$ cat src/rtl/decode_packet.sv
// USB receive packet decoder: classifies ULPI packets by PID, reports handshakes and tokens,
// forwards DATAx payloads with CRC16 stripped. Build option DECODE_SOF_EN enables SOF decoding.
module decode_packet (
    input  logic        clock,
    input  logic        reset,
    input  logic        rx_tvalid_i,
    output logic        rx_tready_o,
    input  logic        rx_tlast_i,
    input  logic [7:0]  rx_tdata_i,
    output logic        hsk_recv_o,
    output logic [1:0]  hsk_type_o,
    output logic        tok_recv_o,
    output logic [1:0]  tok_type_o,
    output logic [6:0]  tok_addr_o,
    output logic [3:0]  tok_endp_o,
    output logic        sof_recv_o,
    output logic [10:0] sof_frame_o,
    output logic        trn_start_o,
    output logic [1:0]  trn_type_o,
    output logic        out_tvalid_o,
    input  logic        out_tready_i,
    output logic        out_tlast_o,
    output logic [7:0]  out_tdata_o,
    output logic        dat_done_o,
    output logic        dat_crc_ok_o,
    output logic        err_o
);

    localparam logic [4:0]  CRC5_RES  = 5'b01100;
    localparam logic [15:0] CRC16_RES = 16'hB001;

    typedef enum logic [1:0] {IDLE, TOKEN, DATA, DROP} state_t;

    state_t      state;
    logic        rdy_en;
    logic        done_pend;
    logic        crc_ok_pend;
    logic [1:0]  cnt;
    logic        tok_second;
    logic [7:0]  tok_b1;
    logic [1:0]  tok_kind;
    logic [7:0]  dly_p0;
    logic [7:0]  dly_p1;
    logic [15:0] crc16_q;

    logic        rx_fire;
    logic        out_free;
    logic [3:0]  pid;
    logic        pid_ok;
    logic [15:0] crc16_nxt;
    logic [4:0]  crc5_res;
    logic [10:0] tok_field;

    // Reflected CRC16 (poly 0x8005), data bits LSB first.
    function automatic logic [15:0] crc16_byte(input logic [15:0] c, input logic [7:0] d);
        logic [15:0] r;
        r = c;
        for (int i = 0; i < 8; i++) begin
            if (r[0] ^ d[i]) r = (r >> 1) ^ 16'hA001;
            else             r = r >> 1;
        end
        return r;
    endfunction

    // CRC5 residual over the 11 field bits plus the 5 transmitted CRC bits.
    function automatic logic [4:0] crc5_chk(input logic [15:0] bits);
        logic [4:0] r;
        r = 5'h1F;
        for (int i = 0; i < 16; i++) begin
            if (r[4] ^ bits[i]) r = {r[3:0], 1'b0} ^ 5'h05;
            else                r = {r[3:0], 1'b0};
        end
        return r;
    endfunction

    assign out_free  = !out_tvalid_o || out_tready_i;
    assign rx_fire   = rx_tvalid_i && rx_tready_o;
    assign pid       = rx_tdata_i[3:0];
    assign pid_ok    = (rx_tdata_i[7:4] == ~rx_tdata_i[3:0]);
    assign crc16_nxt = crc16_byte(crc16_q, rx_tdata_i);
    assign crc5_res  = crc5_chk({rx_tdata_i, tok_b1});
    assign tok_field = {rx_tdata_i[2:0], tok_b1};

    always_comb begin
        rx_tready_o = 1'b0;
        if (rdy_en) begin
            case (state)
                IDLE:  rx_tready_o = !dat_done_o;
                TOKEN: rx_tready_o = 1'b1;
                DATA:  rx_tready_o = !done_pend && out_free;
                DROP:  rx_tready_o = 1'b1;
            endcase
        end
    end

`ifndef DECODE_SOF_EN
    assign sof_recv_o  = 1'b0;
    assign sof_frame_o = 11'd0;
`endif

    always_ff @(posedge clock) begin
        if (reset) begin
            state        <= IDLE;
            rdy_en       <= 1'b0;
            done_pend    <= 1'b0;
            cnt          <= 2'd0;
            tok_second   <= 1'b0;
            hsk_recv_o   <= 1'b0;
            hsk_type_o   <= 2'd0;
            tok_recv_o   <= 1'b0;
            tok_type_o   <= 2'd0;
            tok_addr_o   <= 7'd0;
            tok_endp_o   <= 4'd0;
`ifdef DECODE_SOF_EN
            sof_recv_o   <= 1'b0;
            sof_frame_o  <= 11'd0;
`endif
            trn_start_o  <= 1'b0;
            trn_type_o   <= 2'd0;
            out_tvalid_o <= 1'b0;
            out_tlast_o  <= 1'b0;
            out_tdata_o  <= 8'd0;
            dat_done_o   <= 1'b0;
            dat_crc_ok_o <= 1'b0;
            err_o        <= 1'b0;
        end else begin
            rdy_en      <= 1'b1;
            hsk_recv_o  <= 1'b0;
            tok_recv_o  <= 1'b0;
`ifdef DECODE_SOF_EN
            sof_recv_o  <= 1'b0;
`endif
            trn_start_o <= 1'b0;
            dat_done_o  <= 1'b0;
            err_o       <= 1'b0;
            if (out_tvalid_o && out_tready_i) begin
                out_tvalid_o <= 1'b0;
                out_tlast_o  <= 1'b0;
            end

            case (state)
                IDLE: if (rx_fire) begin
                    if (!pid_ok) begin
                        err_o <= 1'b1;
                        if (!rx_tlast_i) state <= DROP;
                    end else begin
                        case (pid[1:0])
                            2'b10: if (rx_tlast_i) begin
                                hsk_recv_o <= 1'b1;
                                hsk_type_o <= pid[3:2];
                            end else begin
                                err_o <= 1'b1;
                                state <= DROP;
                            end
                            2'b01: begin
`ifndef DECODE_SOF_EN
                                // SOF is swallowed without complaint when not decoded.
                                if (pid[3:2] == 2'b01) begin
                                    if (!rx_tlast_i) state <= DROP;
                                end else
`endif
                                if (rx_tlast_i) begin
                                    err_o <= 1'b1;
                                end else begin
                                    tok_kind   <= pid[3:2];
                                    tok_second <= 1'b0;
                                    state      <= TOKEN;
                                end
                            end
                            2'b11: begin
                                trn_start_o <= 1'b1;
                                trn_type_o  <= pid[3:2];
                                crc16_q     <= 16'hFFFF;
                                cnt         <= 2'd0;
                                if (rx_tlast_i) begin
                                    err_o        <= 1'b1;
                                    dat_crc_ok_o <= 1'b0;
                                end else begin
                                    state <= DATA;
                                end
                            end
                            2'b00: begin
                                err_o <= 1'b1;
                                if (!rx_tlast_i) state <= DROP;
                            end
                        endcase
                    end
                end

                TOKEN: if (rx_fire) begin
                    if (!tok_second) begin
                        tok_b1     <= rx_tdata_i;
                        tok_second <= 1'b1;
                        if (rx_tlast_i) begin
                            err_o <= 1'b1;
                            state <= IDLE;
                        end
                    end else if (!rx_tlast_i) begin
                        err_o <= 1'b1;
                        state <= DROP;
                    end else begin
                        state <= IDLE;
                        if (crc5_res != CRC5_RES) begin
                            err_o <= 1'b1;
                        end
`ifdef DECODE_SOF_EN
                        else if (tok_kind == 2'b01) begin
                            sof_recv_o  <= 1'b1;
                            sof_frame_o <= tok_field;
                        end
`endif
                        else begin
                            tok_recv_o <= 1'b1;
                            tok_type_o <= tok_kind;
                            tok_addr_o <= tok_field[6:0];
                            tok_endp_o <= tok_field[10:7];
                        end
                    end
                end

                // Two-byte delay line: a byte leaves only once two more have arrived.
                DATA: if (done_pend) begin
                    if (out_free) begin
                        dat_done_o   <= 1'b1;
                        dat_crc_ok_o <= crc_ok_pend;
                        done_pend    <= 1'b0;
                        cnt          <= 2'd0;
                        state        <= IDLE;
                    end
                end else if (rx_fire) begin
                    crc16_q <= crc16_nxt;
                    dly_p0  <= rx_tdata_i;
                    dly_p1  <= dly_p0;
                    if (cnt == 2'd2) begin
                        out_tvalid_o <= 1'b1;
                        out_tdata_o  <= dly_p1;
                        out_tlast_o  <= rx_tlast_i;
                    end else begin
                        cnt <= cnt + 2'd1;
                    end
                    if (rx_tlast_i) begin
                        if (cnt == 2'd0) begin
                            err_o        <= 1'b1;
                            dat_crc_ok_o <= 1'b0;
                            state        <= IDLE;
                        end else begin
                            done_pend   <= 1'b1;
                            crc_ok_pend <= (crc16_nxt == CRC16_RES);
                        end
                    end
                end

                DROP: if (rx_fire && rx_tlast_i) state <= IDLE;
            endcase
        end
    end

endmodule

$ cat config.mk
export PLATFORM = sky130hd
export DESIGN_NAME = decode_packet
export DESIGN_NICKNAME = d
export VERILOG_FILES = /design/src/rtl/decode_packet.sv
export SDC_FILE = /design/constraint.sdc
export NUM_CORES = 1
export LEC_CHECK = 0
export CAP_MARGIN = 20
export CORE_MARGIN = 4
export CORE_UTILIZATION = 58
export CTS_CLUSTER_SIZE = 30
export DETAILED_ROUTE_END_ITERATION = 6
export GPL_TIMING_DRIVEN = 1
export PLACE_DENSITY_LB_ADDON = 0.25
export SYNTH_ARGS = -nofsm -noshare
export SYNTH_HDL_FRONTEND = slang
export SYNTH_SLANG_ARGS = --single-unit
$ cat constraint.sdc
create_clock -name clock -period 5 [get_ports clock]
set_input_delay 1 -clock clock [delete_from_list [all_inputs] [get_ports clock]]
set_output_delay 1 -clock clock [all_outputs]
set_load 0.005 [all_outputs]
==> metrics list <==
- The flow ran to the end, and the final reports show no timing, DRC or antenna violations.
- Yosys warnings: 0
- After clock tree synthesis, the clock-pin slew on the worst setup and hold paths is around 0.08 ns.
* Count of flip-flops with a built-in enable after synthesis: 43
* Sequential fraction of the synthesis area: between 50% and 60%
- Setup repair after global routing left no endpoint under its margin.
- Summed over all layers, the global routing overflow is 0.
- H-tree Lvls: 3
- Seq cells post-synth: 83
- Max-cap violations: 0
* Post-CTS Repair Setup Buffers: 0
- Max transition margin: 43.5%
- In this run the core area contains 29 standard-cell rows.
* Count of hold-fix buffers inserted at cts: 0
- Initial antenna violation count: 0
* Syn Area/Cell: between 10 and 15 um^2
- Critical path endpoint category: output port
- Placeable core region: between 6000 and 7000 um^2
- At the worst endpoint, the required time is 4.00 ns.
- From synthesis to final layout, the design area changed by 17.5%.
* Effective utilization at floorplan: about 61%
- Skew final: 0.00907 ns
- Final Slew Violations: 0
* Via count: roughly 2700
- Summing every instance area after synthesis gives ~3900 um^2.
- After detailed routing, the total wire length is 7800 um.
- In the synthesized netlist the dominant register cell turns out to be sky130_fd_sc_hd__edfxtp_1.
- Based on the critical path, the design can be clocked at up to 282 MHz.
- Antenna cell count: 0
* Ports: 59
* Number of sinks on the clock net: between 80 and 90
- Final ANT Viol Nets: 0
- Number of library cell types mapped by synthesis: 48
* DR WL/cell: between 15 and 20 um
- Setup violations remaining at the end of the flow were counted as 0.
* CP arrival: about 2.6 ns
* Final-layout setup total negative slack: 0 ns
- The floorplan step defined a die boundary enclosing just over 8000 um^2.
- The path class of the tightest hold or removal check is flip-flop to flip-flop.
- At the pin with the least slew margin, the transition time is approximately 0.85 ns.
- Post-CTS repair changed the size of 0 cells.
* Power Density: 292 nW/um^2
- The worst setup path is launched from an input pin.
- The net count of the finished layout is around 420.
- HPWL after DPL: approximately 5600 um
- Detail-routed via count per cell: 5.50
- At the end of routability-driven placement, the weighted congestion stood at approximately 0.86.
- DR pass1 iterations: 6
* Count of unresolved DRC violations after routing: 0
- For this run, the total global-route usage over all layers was measured as about a fifth.
- The count of final hold-check violations was 0.
- Synthesis produced ~360 cells.
- The worst path uses a little under three quarters of the clock period.
- For this run, the share of the core covered by cells in the final layout is about 70%.
- Worst skew pair latency: about 0.35 ns
- The cell sitting at the root of the clock tree is a sky130_fd_sc_hd__clkbuf_8.
* Iteration-0 DRC Markers: 300
- The die is approximately 90 um tall.
- Largest net degree at the start of global routing: 30
* Area of the multi-input gates: 1650 um^2
- The critical path is of the input pin to output port type.
- The clock period could shrink to around 3.5 ns.
* Sequential cell area in the final layout: between 2000 and 2500 um^2
* Fraction of registers with async set or reset after synthesis: 0%
- The number of global-route vias before repair was approximately 2600.
* CTS tree: yes
- Number of CTS-inserted buffers: 9
* CTS max path bufs: 2
- From left edge to right edge, the die measures about 90 um.
* Leak: roughly 0.0017 uW
* Fraction of final layout cells with drive strength greater than 1: about 7.1%
- The first global-routing pass estimated about 13000 um of wire.
- During placement, the flow inserted port buffers numbering 46.
- Critical-path maximum fanout: 5
- FILL cells: ~480
- The worst-case IR drop observed on VDD is ~0.00020 V.
synth_stat cells (all sizes together) (5+ instances only):
cell    instances  area share (%)
nand2b         10             1.6
nor4            5            0.96
dfxtp          40              21
nor3           14             1.9
nand2          47             4.5
xnor2          24             5.4
a21oi           9             1.2
mux2i          27             6.9
clkbuf         10            0.96
buf            19             3.3
nor2           30             2.9
edfxtp         43              33
xor2           11             2.7
inv             7            0.68
o21ai          12             1.5
critical path, stage by stage:
cell	delay, ns
sky130_fd_sc_hd__clkdlybuf4s50_1	0.51
sky130_fd_sc_hd__nor2b_1	0.10
sky130_fd_sc_hd__nor2_1	0.13
sky130_fd_sc_hd__a21oi_1	0.08
sky130_fd_sc_hd__a21boi_0	0.20
sky130_fd_sc_hd__clkdlybuf4s50_1	0.53
worst paths after layout:
check	start	endpoint	slack [ns]	depth (start not counted)
worst max register to register	state[1]	tok_b1[3]	2.22	6
worst min register to register	dly_p0[4]	dly_p1[4]	0.42	0
worst max-delay path	out_tready_i	rx_tready_o	1.45	6
worst min-delay path	dly_p0[4]	dly_p1[4]	0.42	0
stage by stage:
| stage | total power [uW] | worst slack, ns | instances | hold slack (ns) | instance area (um^2) |
|---|---|---|---|---|---|
| after floorplan | 839 | 1.65 | 369 | 0.400 | 3930 |
| after global placement | 868 | 1.39 | 469 | 0.401 | 4370 |
| after detailed placement | 871 | 1.33 | 469 | 0.407 | 4370 |
| after CTS | 1350 | 1.45 | 485 | 0.425 | 4570 |
| after global routing | 1400 | 1.30 | 485 | 0.436 | 4570 |
| final | 1340 | 1.45 | 485 | 0.424 | 4570 |
flip-flops by register name, summed over array words and instances (netlist names), 2 cells and up:
signal and flops:
dly_p0 8, dly_p1 8, cnt 2, crc16_q 16
tok_type_o 2, tok_addr_o 7, hsk_type_o 2, out_tdata_o 8
tok_kind 2, tok_endp_o 4, state 2, trn_type_o 2
tok_b1 8
kinds of logic (layout without fill, tap and decap cells):
logic type               count (synthesis)  count (layout)  synth area share (%)
AND/OR/NAND/NOR                        132             132                  16.4
AO/OA/AOI/OAI                           38              38                  6.78
multiplexers                            27              27                  6.94
XOR/XNOR                                39              39                  10.4
adder cells (fa/ha/maj)                  2               2                 0.643
buffers and inverters                   36              75                  4.98
flip-flops                              83              83                  53.7
other                                    1              12                0.0963
per-layer routing:
layer / share of wire [%] / vias to the layer above / wire length (um) / global-route usage, %
li1: - / 1309 / - / -
met1: 44 / 1276 / 3410 / 26.0
met2: 50 / 71 / 3910 / 34.1
met3: 4.8 / 10 / 378 / 3.76
met4: 1.4 / 0 / 106 / 7.78
met5: 0 / - / 0 / 0
cells in the final DEF, fill, tap and decap left out, types with 2 or more instances in the layout:
| cell | netlist | layout |
|---|---|---|
| sky130_fd_sc_hd__nand3_1 | 2 | 2 |
| sky130_fd_sc_hd__and2_1 | 4 | 4 |
| sky130_fd_sc_hd__o211a_1 | 2 | 2 |
| sky130_fd_sc_hd__inv_1 | 7 | 7 |
| sky130_fd_sc_hd__xnor2_1 | 24 | 24 |
| sky130_fd_sc_hd__a21boi_0 | 2 | 2 |
| sky130_fd_sc_hd__nor4_1 | 4 | 4 |
| sky130_fd_sc_hd__nor4b_1 | 2 | 2 |
| sky130_fd_sc_hd__nand2_1 | 47 | 47 |
| sky130_fd_sc_hd__clkdlybuf4s50_1 | 0 | 46 |
| sky130_fd_sc_hd__conb_1 | 1 | 12 |
| sky130_fd_sc_hd__nor3_2 | 1 | 2 |
| sky130_fd_sc_hd__a31oi_1 | 4 | 4 |
| sky130_fd_sc_hd__buf_4 | 12 | 6 |
| sky130_fd_sc_hd__xor2_1 | 10 | 10 |
| sky130_fd_sc_hd__a21oi_1 | 9 | 9 |
| sky130_fd_sc_hd__edfxtp_1 | 43 | 43 |
| sky130_fd_sc_hd__nor2_1 | 30 | 30 |
| sky130_fd_sc_hd__a211oi_1 | 3 | 3 |
| sky130_fd_sc_hd__o21ai_0 | 10 | 10 |
| sky130_fd_sc_hd__nor3_1 | 13 | 12 |
| sky130_fd_sc_hd__mux2i_1 | 27 | 27 |
| sky130_fd_sc_hd__ha_1 | 2 | 2 |
| sky130_fd_sc_hd__nand4_1 | 4 | 4 |
| sky130_fd_sc_hd__xnor3_1 | 3 | 3 |
| sky130_fd_sc_hd__or4_1 | 2 | 2 |
| sky130_fd_sc_hd__o21ai_1 | 2 | 2 |
| sky130_fd_sc_hd__nand2b_1 | 10 | 10 |
| sky130_fd_sc_hd__clkbuf_8 | 0 | 10 |
| sky130_fd_sc_hd__dfxtp_1 | 40 | 40 |
| sky130_fd_sc_hd__nor2b_1 | 3 | 3 |
| sky130_fd_sc_hd__and3_1 | 4 | 4 |
final cells by class:
| class | instances | area share [%] |
|---|---|---|
| Sequential cell | 83 | 45.7 |
| Timing Repair Buffer | 52 | 11.1 |
| Clock inverter | 6 | 1.39 |
| Inverter | 7 | 0.574 |
| Multi-Input combinational cell | 250 | 36.1 |
| Clock buffer | 10 | 3.01 |
| Tap cell | 77 | 2.11 |
where the power goes:
group | internal [uW] | total [uW] | switching [uW]
clock network | 244 | 480 | 235
logic | 51.9 | 131 | 78.7
registers | 720 | 727 | 6.58
total | 1020 | 1340 | 321
(Power assumes the default switching activity.)
